`src/rtl/pc_if.sv`:
```
// pc_if: fetch-control bundle between the datapath and pc_sequencer.
//   master (datapath/bench) drives stall, imem_ready, branch_taken, jump, PCBranch, instr_index
//   and reads PC, PCPlus4, fetch_valid, misalign; slave (pc_sequencer) is the reverse.
interface pc_if;
  logic        stall;
  logic        imem_ready;
  logic        branch_taken;
  logic        jump;
  logic [31:0] PCBranch;
  logic [25:0] instr_index;
  logic [31:0] PC;
  logic [31:0] PCPlus4;
  logic        fetch_valid;
  logic        misalign;
  modport master (output stall, imem_ready, branch_taken, jump, PCBranch, instr_index,
                  input PC, PCPlus4, fetch_valid, misalign);
  modport slave (input stall, imem_ready, branch_taken, jump, PCBranch, instr_index,
                 output PC, PCPlus4, fetch_valid, misalign);
endinterface

```
`src/rtl/pc_sequencer.sv`:
```
// pc_sequencer: PC register and next-PC select that holds across stalls/imem wait, buffering the redirect.
//   Ports: clk, rst_n (async active-low), bus (pc_if.slave: control inputs in; PC, PCPlus4, fetch_valid, misalign out).
//   Optional macro MISALIGN_TRAP_EN: a misaligned loaded target jumps to TRAP_VECTOR with a one-cycle misalign pulse;
//   without it, bits [1:0] of every loaded PC are cleared and misalign is tied 0.
module pc_sequencer #(
  parameter logic [31:0] RESET_VECTOR = 32'h0000_0000,
  parameter logic [31:0] TRAP_VECTOR  = 32'h8000_0180
) (
  input logic clk,
  input logic rst_n,
  pc_if.slave bus
);
  localparam logic [1:0] RESET_HOLD = 2'b00, RUN = 2'b01, HOLD = 2'b10;
  logic [1:0] state;
  logic [31:0] pc, pend_pc, next_pc, load_pc;
  logic advance, fv;
  assign bus.PC = pc;
  assign bus.PCPlus4 = pc + 32'd4;
  assign bus.fetch_valid = fv;
  assign advance = ~bus.stall & bus.imem_ready;
  always_comb begin
    next_pc = bus.jump ? {bus.PCPlus4[31:28], bus.instr_index, 2'b00} : bus.branch_taken ? bus.PCBranch : bus.PCPlus4;
    load_pc = state == HOLD ? pend_pc : next_pc;
  end
`ifdef MISALIGN_TRAP_EN
  logic mis, trap;
  assign trap = |load_pc[1:0];
  assign bus.misalign = mis;
`else
  assign bus.misalign = 1'b0;
`endif
  always_ff @(posedge clk or negedge rst_n)
    if (!rst_n) begin
      pc <= RESET_VECTOR;
      state <= RESET_HOLD;
      pend_pc <= '0;
      fv <= 1'b0;
`ifdef MISALIGN_TRAP_EN
      mis <= 1'b0;
`endif
    end else begin
`ifdef MISALIGN_TRAP_EN
      mis <= 1'b0;
`endif
      case (state)
        RESET_HOLD: begin
          state <= RUN;
          fv <= 1'b1;
        end
        RUN, HOLD:
          if (advance) begin
`ifdef MISALIGN_TRAP_EN
            pc <= trap ? TRAP_VECTOR : load_pc;
            mis <= trap;
`else
            pc <= load_pc & ~32'd3;
`endif
            state <= RUN;
          end else if (state == RUN) begin
            // redirect captured here; branch/jump are ignored until it is consumed
            pend_pc <= next_pc;
            state <= HOLD;
          end
        default: begin
          state <= RESET_HOLD;
          fv <= 1'b0;
        end
      endcase
    end
endmodule
```
`src/flat_wrapper.sv`:
```
// flat-port wrapper written by rule: the top's interface ports become plain ports
module pc_sequencer_flat 
#(
  parameter logic [31:0] RESET_VECTOR = 32'h0000_0000,
  parameter logic [31:0] TRAP_VECTOR  = 32'h8000_0180
)
  (clk, rst_n, bus_stall, bus_imem_ready, bus_branch_taken, bus_jump, bus_PCBranch, bus_instr_index, bus_PC, bus_PCPlus4, bus_fetch_valid, bus_misalign);
  pc_if bus_i ();
  input logic clk;
  input logic rst_n;
  input wire logic [$bits(bus_i.stall)-1:0] bus_stall;
  input wire logic [$bits(bus_i.imem_ready)-1:0] bus_imem_ready;
  input wire logic [$bits(bus_i.branch_taken)-1:0] bus_branch_taken;
  input wire logic [$bits(bus_i.jump)-1:0] bus_jump;
  input wire logic [$bits(bus_i.PCBranch)-1:0] bus_PCBranch;
  input wire logic [$bits(bus_i.instr_index)-1:0] bus_instr_index;
  output wire logic [$bits(bus_i.PC)-1:0] bus_PC;
  output wire logic [$bits(bus_i.PCPlus4)-1:0] bus_PCPlus4;
  output wire logic [$bits(bus_i.fetch_valid)-1:0] bus_fetch_valid;
  output wire logic [$bits(bus_i.misalign)-1:0] bus_misalign;
  assign bus_i.stall = bus_stall;
  assign bus_i.imem_ready = bus_imem_ready;
  assign bus_i.branch_taken = bus_branch_taken;
  assign bus_i.jump = bus_jump;
  assign bus_i.PCBranch = bus_PCBranch;
  assign bus_i.instr_index = bus_instr_index;
  assign bus_PC = bus_i.PC;
  assign bus_PCPlus4 = bus_i.PCPlus4;
  assign bus_fetch_valid = bus_i.fetch_valid;
  assign bus_misalign = bus_i.misalign;
  pc_sequencer #(.RESET_VECTOR(RESET_VECTOR), .TRAP_VECTOR(TRAP_VECTOR)) u_core (.clk(clk), .rst_n(rst_n), .bus(bus_i));
endmodule
```
`config.mk`:
```
export PLATFORM = sky130hd
export DESIGN_NAME = pc_sequencer_flat
export DESIGN_NICKNAME = d
export VERILOG_FILES = /design/src/rtl/pc_if.sv /design/src/rtl/pc_sequencer.sv /design/src/flat_wrapper.sv
export SDC_FILE = /design/constraint.sdc
export NUM_CORES = 1
export LEC_CHECK = 0
export CAP_MARGIN = 20
export CORE_ASPECT_RATIO = 0.9
export CORE_UTILIZATION = 40
export DETAILED_ROUTE_END_ITERATION = 8
export PLACE_DENSITY = 0.72
export SLEW_MARGIN = 20
export SYNTH_ARGS = -nofsm -noshare
export SYNTH_HDL_FRONTEND = slang
export SYNTH_SLANG_ARGS = --single-unit
```
`constraint.sdc`:
```
create_clock -name clk -period 3.2 [get_ports clk]
set_clock_uncertainty 0.15 [all_clocks]
set_input_delay 0.32 -clock clk [delete_from_list [all_inputs] [get_ports clk]]
set_output_delay 0.32 -clock clk [all_outputs]
set_load 0.1 [all_outputs]
```
==> After elaboration in Yosys (flattened, before gate mapping) <==
Cells that the tools add are included.
{ "totals": {"output_inout_bits": 66, "inputBits": 64, "wordCells": 22, "register_bits": 65} }
{ "op_classes": {"reduce_logical": 4, "n_eq_ne": 3, "add_sub_neg": 1, "bitwise": 3, "mux": 7} }
{ "op_table": {"columns": ["operator", "n"], "rows": [
  ["$mux W32", 3],
  ["$add A32 B3 Y32 const B", 1],
  ["$mux W2", 2],
  ["$pmux W2 S2", 1],
  ["$ne A3 B1 Y1 const B", 1],
  ["$reduce_and A3 Y1", 1],
  ["$eq A2 B1 Y1 const B", 1],
  ["$eq A2 B2 Y1 const B", 1],
  ["$logic_not A2 Y1", 1],
  ["$not A1 Y1", 2],
  ["$pmux W1 S2", 1],
  ["$reduce_and A2 Y1", 1],
  ["$reduce_or A2 Y1", 1],
  ["$and A1 B1 Y1", 1]
]} }

==> Logic depth before layout (Yosys ltp) <==
{ "logic_depth": {"depth_word": 4, "mapped_depth": 8, "ltp_nobuf": 7} }

==> Least setup slack after synthesis <==
OpenSTA, ideal clock, no wires.
{ "synth_timing": {"kind": "reg-to-reg", "start": "reg u_core.pc[4] (netlist: u_core.bus.PC[4])", "end": "reg u_core.pc[31] (netlist: u_core.bus.PC[31])", "path_slack_ps": -1351, "setup_time_ps": 110, "n_path_buf": 1, "required_time_ps": 2940, "period_less_slack_ps": 4551, "t_arrival_ps": 4290, "stages_incl_launch_ff": 8, "path_cell_list": "dfrtp_1 > nand3_1 > nor4_1 > buf_2 > nand4_1 > xnor2_1 > nor2_1 > o41ai_1"} }
{ "synth_via": {"elab_chain_len": 4} }
{ "synth_rtl": {"columns": ["item", "line", "text"], "rows": [
  ["from (decl)", "pc_sequencer.sv:15", "logic [31:0] pc, pend_pc, next_pc, load_pc;"],
  ["from (signal assigned)", "pc_sequencer.sv:56", "pc <= load_pc & ~32'd3;"],
  ["$add A32 B3 Y32 (*)", "pc_sequencer.sv:18", "assign bus.PCPlus4 = pc + 32'd4;"],
  ["named net bus_PCPlus4[31]", "flat_wrapper.sv:18", "output wire logic [$bits(bus_i.PCPlus4)-1:0] bus_PCPlus4;"],
  ["$mux W32", "pc_sequencer.sv:22", "next_pc = bus.jump ? {bus.PCPlus4[31:28], bus.instr_index, 2'b00} : bus.branch_taken ? bus.PCBranch : bus.PCPl ..."],
  ["$mux W32 (*)", "pc_sequencer.sv:22", null],
  ["$mux W32 (*)", "pc_sequencer.sv:23", "load_pc = state == HOLD ? pend_pc : next_pc;"]
]} }
Mark *: on every way through the listed nets, which the timed path passes. The rest lies on a longest branch.
A chain may end at the register's enable or synchronous reset.

==> Worst setup path in the final report <==
{ "layout_timing": {"start": "reg u_core.pc[9] (netlist: u_core.bus.PC[9])", "end": "out bus_PCPlus4[28]"} }
{ "layout_via": {"elab_chain_len": 1} }
{ "layout_rtl": {"columns": ["item", "line"], "rows": [
  ["$add A32 B3 Y32", "pc_sequencer.sv:18"],
  ["to (decl)", "flat_wrapper.sv:18"]
]} }
Every way passes these cells.

==> summary.md <==
| Metric | Value |
|---|---|
| H-Tree Depth | `3` |
| Number of enable flip-flop cells after synthesis | `0` |
| Violations in the final reports | `negative hold slack` |
| FF-to-FF path depth | `7` |
| Chain of cells forming the critical path | `nand4_1 -> or4_4 -> nor4_2 -> buf_4 -> xor2_4 -> buf_12` |
| Number of primary I/O pins | `130` |
| Layout overhead on the synthesized area | `46.77%` |
| Maximum clock frequency | `0.3365 GHz` |
| Clock root cell | `sky130_fd_sc_hd__clkbuf_8` |
| CTS resizes | `0` |
| Final-report max-slew violation count | `0` |
| Setup bufs post-CTS | `0` |
| Post-detailed-routing wire length | `12.74 mm` |
| Number of antenna violations at the first check in global routing | `0` |
| Setup repair after global routing missed its margin | `no` |
| Fraction of final layout cells with drive strength greater than 1 | `23.71%` |
| Max-Slew Margin vs Limit | `43.94%` |
| Critical path start-end classification | `reg2out` |
| Total inserted antenna cells | `0` |
| Worst hold slack across all endpoints | `-0.01021 ns` |
| Clock-pin slew of the registers on the worst-case setup and hold paths | `0.07 ns` |
| Final weighted congestion in routability-driven placement | `0.7967` |
| Remaining Overflow, GRT | `0` |
| Number of distinct standard cells referenced by the synthesized netlist | `51` |
| Count of endpoints failing setup in the final report | `0` |
| Seq. cell area | `1597 sq um` |
| Async set-or-reset flop fraction in the synthesized netlist | `100.0%` |
| Data arrival time at the worst-slack endpoint | `2.50 ns` |
| Worst reg2reg path endpoint | `u_core.bus.PC[27]$_DFFE_PN0P_` |
| CTS Buf Count | `9` |
| Type of element launching the critical path | `flop` |
| Count of max-cap constraint violations | `0` |
| Clock insertion delay at the later pin of the skew report | `0.35 ns` |
| Critical Path End Type | `output port` |
| Core box area | `9614 sq um` |
| Count of input and output buffers | `122` |
| Warnings, synthesis | `0` |
| R2R Setup Slk | `0.62 ns` |
| Status | `finished with violations` |
| Cell area after technology mapping | `3949 sq um` |
| Area of combinational cells with multiple inputs | `2475 sq um` |
| Routed via count | `4087` |
| Wire length of the first global-routing pass | `19.91 mm` |
| Height of the die | `96.26 um` |
| Number of filler cells placed in the layout | `863` |
| Slowest stage delay, CP | `0.62 ns` |
| Via/cell ratio | `5.637` |
| Rows | `34` |
| Post-layout minimum cycle time | `2.972 ns` |
| Count of final hold-check violations | `4` |
| Die boundary width | `106.7 um` |
| Pin count of the biggest net entering global routing | `64` |
| Number of routed nets with antenna violations | `0` |
| Router iterations before antenna repair | `5` |
| R2r startpoint | `u_core.bus.PC[9]$_DFFE_PN0P_` |
| Number of buffers on the longest clock path | `2` |
| Clock sink count | `63` |
| Hold-fix buffers, CTS | `0` |
| Number of DRC markers after the initial detailed-route iteration | `183` |
| Area of the die | `10270 sq um` |
| GRT Util Overall | `25.25%` |
| Path type of the worst min-delay path | `in2async` |
| Post-detailed-route DRC marker count | `0` |
| Placed wire-length estimate | `8.985 mm` |
| Crit path max-delay cell type | `sky130_fd_sc_hd__or4_4` |
| Mean instance size in the synthesized netlist | `8.227 sq um` |
| Number of instances in the synthesized netlist | `480` |
| Post-synthesis sequential element count | `63` |
| Max Fanout on Critical Path | `7` |
| Number of global-route vias before repair | `3867` |
| Clock tree from TritonCTS | `done` |
| Most used flip-flop cell after synthesis | `sky130_fd_sc_hd__dfrtp_1` |
| Actual transition at the worst max-transition pin | `0.8409 ns` |
| Final Net Count | `664` |
| Period Utilization, post-route | `92.87%` |
| WL per Instance | `17.58 um` |
| Critical Path RT | `2.73 ns` |
| Fraction of the yosys area taken by sequential cells | `39.92%` |
| Effective utilization at floorplan | `41.07%` |
layout by cell type (no fill, tap or decap), types with 5 or more instances in the layout:
master / Yosys / routed
sky130_fd_sc_hd__o21ai_0: 64 / 64
sky130_fd_sc_hd__buf_4: 5 / 64
sky130_fd_sc_hd__nand2_1: 61 / 61
sky130_fd_sc_hd__clkdlybuf4s50_1: 0 / 60
sky130_fd_sc_hd__dfrtp_1: 63 / 47
sky130_fd_sc_hd__a21oi_1: 42 / 42
sky130_fd_sc_hd__nor2_1: 32 / 32
sky130_fd_sc_hd__dfrtp_2: 0 / 16
sky130_fd_sc_hd__and3_1: 14 / 14
sky130_fd_sc_hd__nand3_1: 13 / 13
sky130_fd_sc_hd__buf_12: 0 / 13
sky130_fd_sc_hd__clkbuf_8: 0 / 10
sky130_fd_sc_hd__inv_1: 9 / 9
sky130_fd_sc_hd__xnor2_4: 0 / 9
sky130_fd_sc_hd__nor3_1: 9 / 9
sky130_fd_sc_hd__o21a_1: 9 / 9
sky130_fd_sc_hd__nand4_1: 8 / 8
sky130_fd_sc_hd__xnor2_2: 0 / 7
sky130_fd_sc_hd__or3_1: 7 / 7
sky130_fd_sc_hd__nand2b_1: 7 / 7
sky130_fd_sc_hd__mux2i_1: 7 / 7
sky130_fd_sc_hd__xor2_2: 0 / 6
sky130_fd_sc_hd__a211oi_1: 6 / 6
sky130_fd_sc_hd__a31oi_1: 6 / 6
sky130_fd_sc_hd__ha_1: 6 / 6
sky130_fd_sc_hd__o22ai_1: 5 / 5
sky130_fd_sc_hd__o211a_1: 5 / 5
sky130_fd_sc_hd__conb_1: 1 / 5
kinds of logic (layout without fill, tap and decap cells):
| kind of cell | Yosys count | after routing | synth area share, % |
|---|---|---|---|
| flip-flops | 63 | 63 | 39.92 |
| XOR/XNOR | 26 | 26 | 5.767 |
| adder cells (fa/ha/maj) | 6 | 6 | 1.901 |
| other | 1 | 5 | 0.09497 |
| AND/OR/NAND/NOR | 169 | 169 | 21.39 |
| multiplexers | 9 | 9 | 2.345 |
| buffers and inverters | 49 | 164 | 5.165 |
| AO/OA/AOI/OAI | 157 | 157 | 23.42 |
routing by layer:
layer / up-vias / track usage [%] / share of wire (%)
met1: 2026 / 33.29 / 44
met5: - / 0 / 0
met3: 4 / 4.672 / 6.0
met2: 130 / 43.60 / 50
li1: 1927 / - / -
met4: 0 / 5.137 / 0.45
synth_stat cells (2+ instances only):
cell type / count / area share, %
sky130_fd_sc_hd__o21ai_0: 64 / 8.1
sky130_fd_sc_hd__dfrtp_1: 63 / 40
sky130_fd_sc_hd__nand2_1: 61 / 5.8
sky130_fd_sc_hd__a21oi_1: 42 / 5.3
sky130_fd_sc_hd__clkbuf_1: 33 / 3.1
sky130_fd_sc_hd__nor2_1: 32 / 3.0
sky130_fd_sc_hd__xnor2_1: 18 / 4.0
sky130_fd_sc_hd__and3_1: 14 / 2.2
sky130_fd_sc_hd__nand3_1: 13 / 1.6
sky130_fd_sc_hd__inv_1: 9 / 0.86
sky130_fd_sc_hd__nor3_1: 9 / 1.1
sky130_fd_sc_hd__o21a_1: 9 / 1.7
sky130_fd_sc_hd__nand4_1: 8 / 1.3
sky130_fd_sc_hd__xor2_1: 8 / 1.8
sky130_fd_sc_hd__mux2i_1: 7 / 1.8
sky130_fd_sc_hd__nand2b_1: 7 / 1.1
sky130_fd_sc_hd__or3_1: 7 / 1.1
sky130_fd_sc_hd__a211oi_1: 6 / 1.1
sky130_fd_sc_hd__a31oi_1: 6 / 0.95
sky130_fd_sc_hd__ha_1: 6 / 1.9
sky130_fd_sc_hd__buf_4: 5 / 0.95
sky130_fd_sc_hd__nor4_1: 5 / 0.79
sky130_fd_sc_hd__o211a_1: 5 / 1.3
sky130_fd_sc_hd__o22ai_1: 5 / 0.79
sky130_fd_sc_hd__and2_1: 3 / 0.48
sky130_fd_sc_hd__o31a_1: 3 / 0.67
sky130_fd_sc_hd__a222oi_1: 2 / 0.51
sky130_fd_sc_hd__a22oi_1: 2 / 0.38
sky130_fd_sc_hd__and4_1: 2 / 0.44
sky130_fd_sc_hd__mux2_2: 2 / 0.57
sky130_fd_sc_hd__o211ai_1: 2 / 0.38
sky130_fd_sc_hd__o21ai_1: 2 / 0.25
sky130_fd_sc_hd__o31ai_1: 2 / 0.38
worst max path at each step:
stage	start	slack, ns	cells past startpoint	endpoint
2_1_floorplan	u_core.bus.PC[4]$_DFFE_PN0P_	-0.25	6	u_core.bus.PC[5]$_DFFE_PN0P_
3_3_place_gp	u_core.bus.PC[9]$_DFFE_PN0P_	0.59	6	bus_PCPlus4[28]
3_5_place_dp	u_core.bus.PC[9]$_DFFE_PN0P_	0.60	6	bus_PCPlus4[28]
4_1_cts	u_core.bus.PC[9]$_DFFE_PN0P_	0.19	6	bus_PCPlus4[28]
5_1_grt	u_core.bus.PC[9]$_DFFE_PN0P_	0.08	6	bus_PCPlus4[28]
6_report	u_core.bus.PC[9]$_DFFE_PN0P_	0.23	6	bus_PCPlus4[28]
area by class of cell:
cell class                 instances  share of cell area (%)
multi-input combinational        372                   42.70
sequential                        63                   27.55
timing repair buffer             138                   23.23
tap                              126                   2.720
clock buffer                      10                   2.375
clock inverter                     6                  0.7772
inverter                          10                  0.6477
flip-flops by register name (all words and copies together), names as in the netlist:
register,cells
u_core.bus.PC,30
u_core.pend_pc,30
u_core.state,2
u_core.bus.fetch_valid,1
per-stage QoR:
step	cell area, sq um	util (%)	setup slack (ns)	std cells	TNS, ns
after floorplan	4269	-	-0.2513	484	-1.051
after global placement	5613	58.38	0.5871	709	0
after detailed placement	5613	58.38	0.5963	709	0
after CTS	5796	60.28	0.1916	725	0
after global routing	5796	60.28	0.08264	725	0
final	5796	60.28	0.2283	725	0
critical path, delay by kind of cell, from the launching register on:
kind,cells,cell delay [ns]
and+or+nand+nor,3,1.13
xor gates and xnor gates,1,0.19
buffers and inverters,2,0.38
DFF,1,0.45
Power is not shown: default switching activity piles up to over one toggle a cycle in this logic, so the estimate is an artifact.
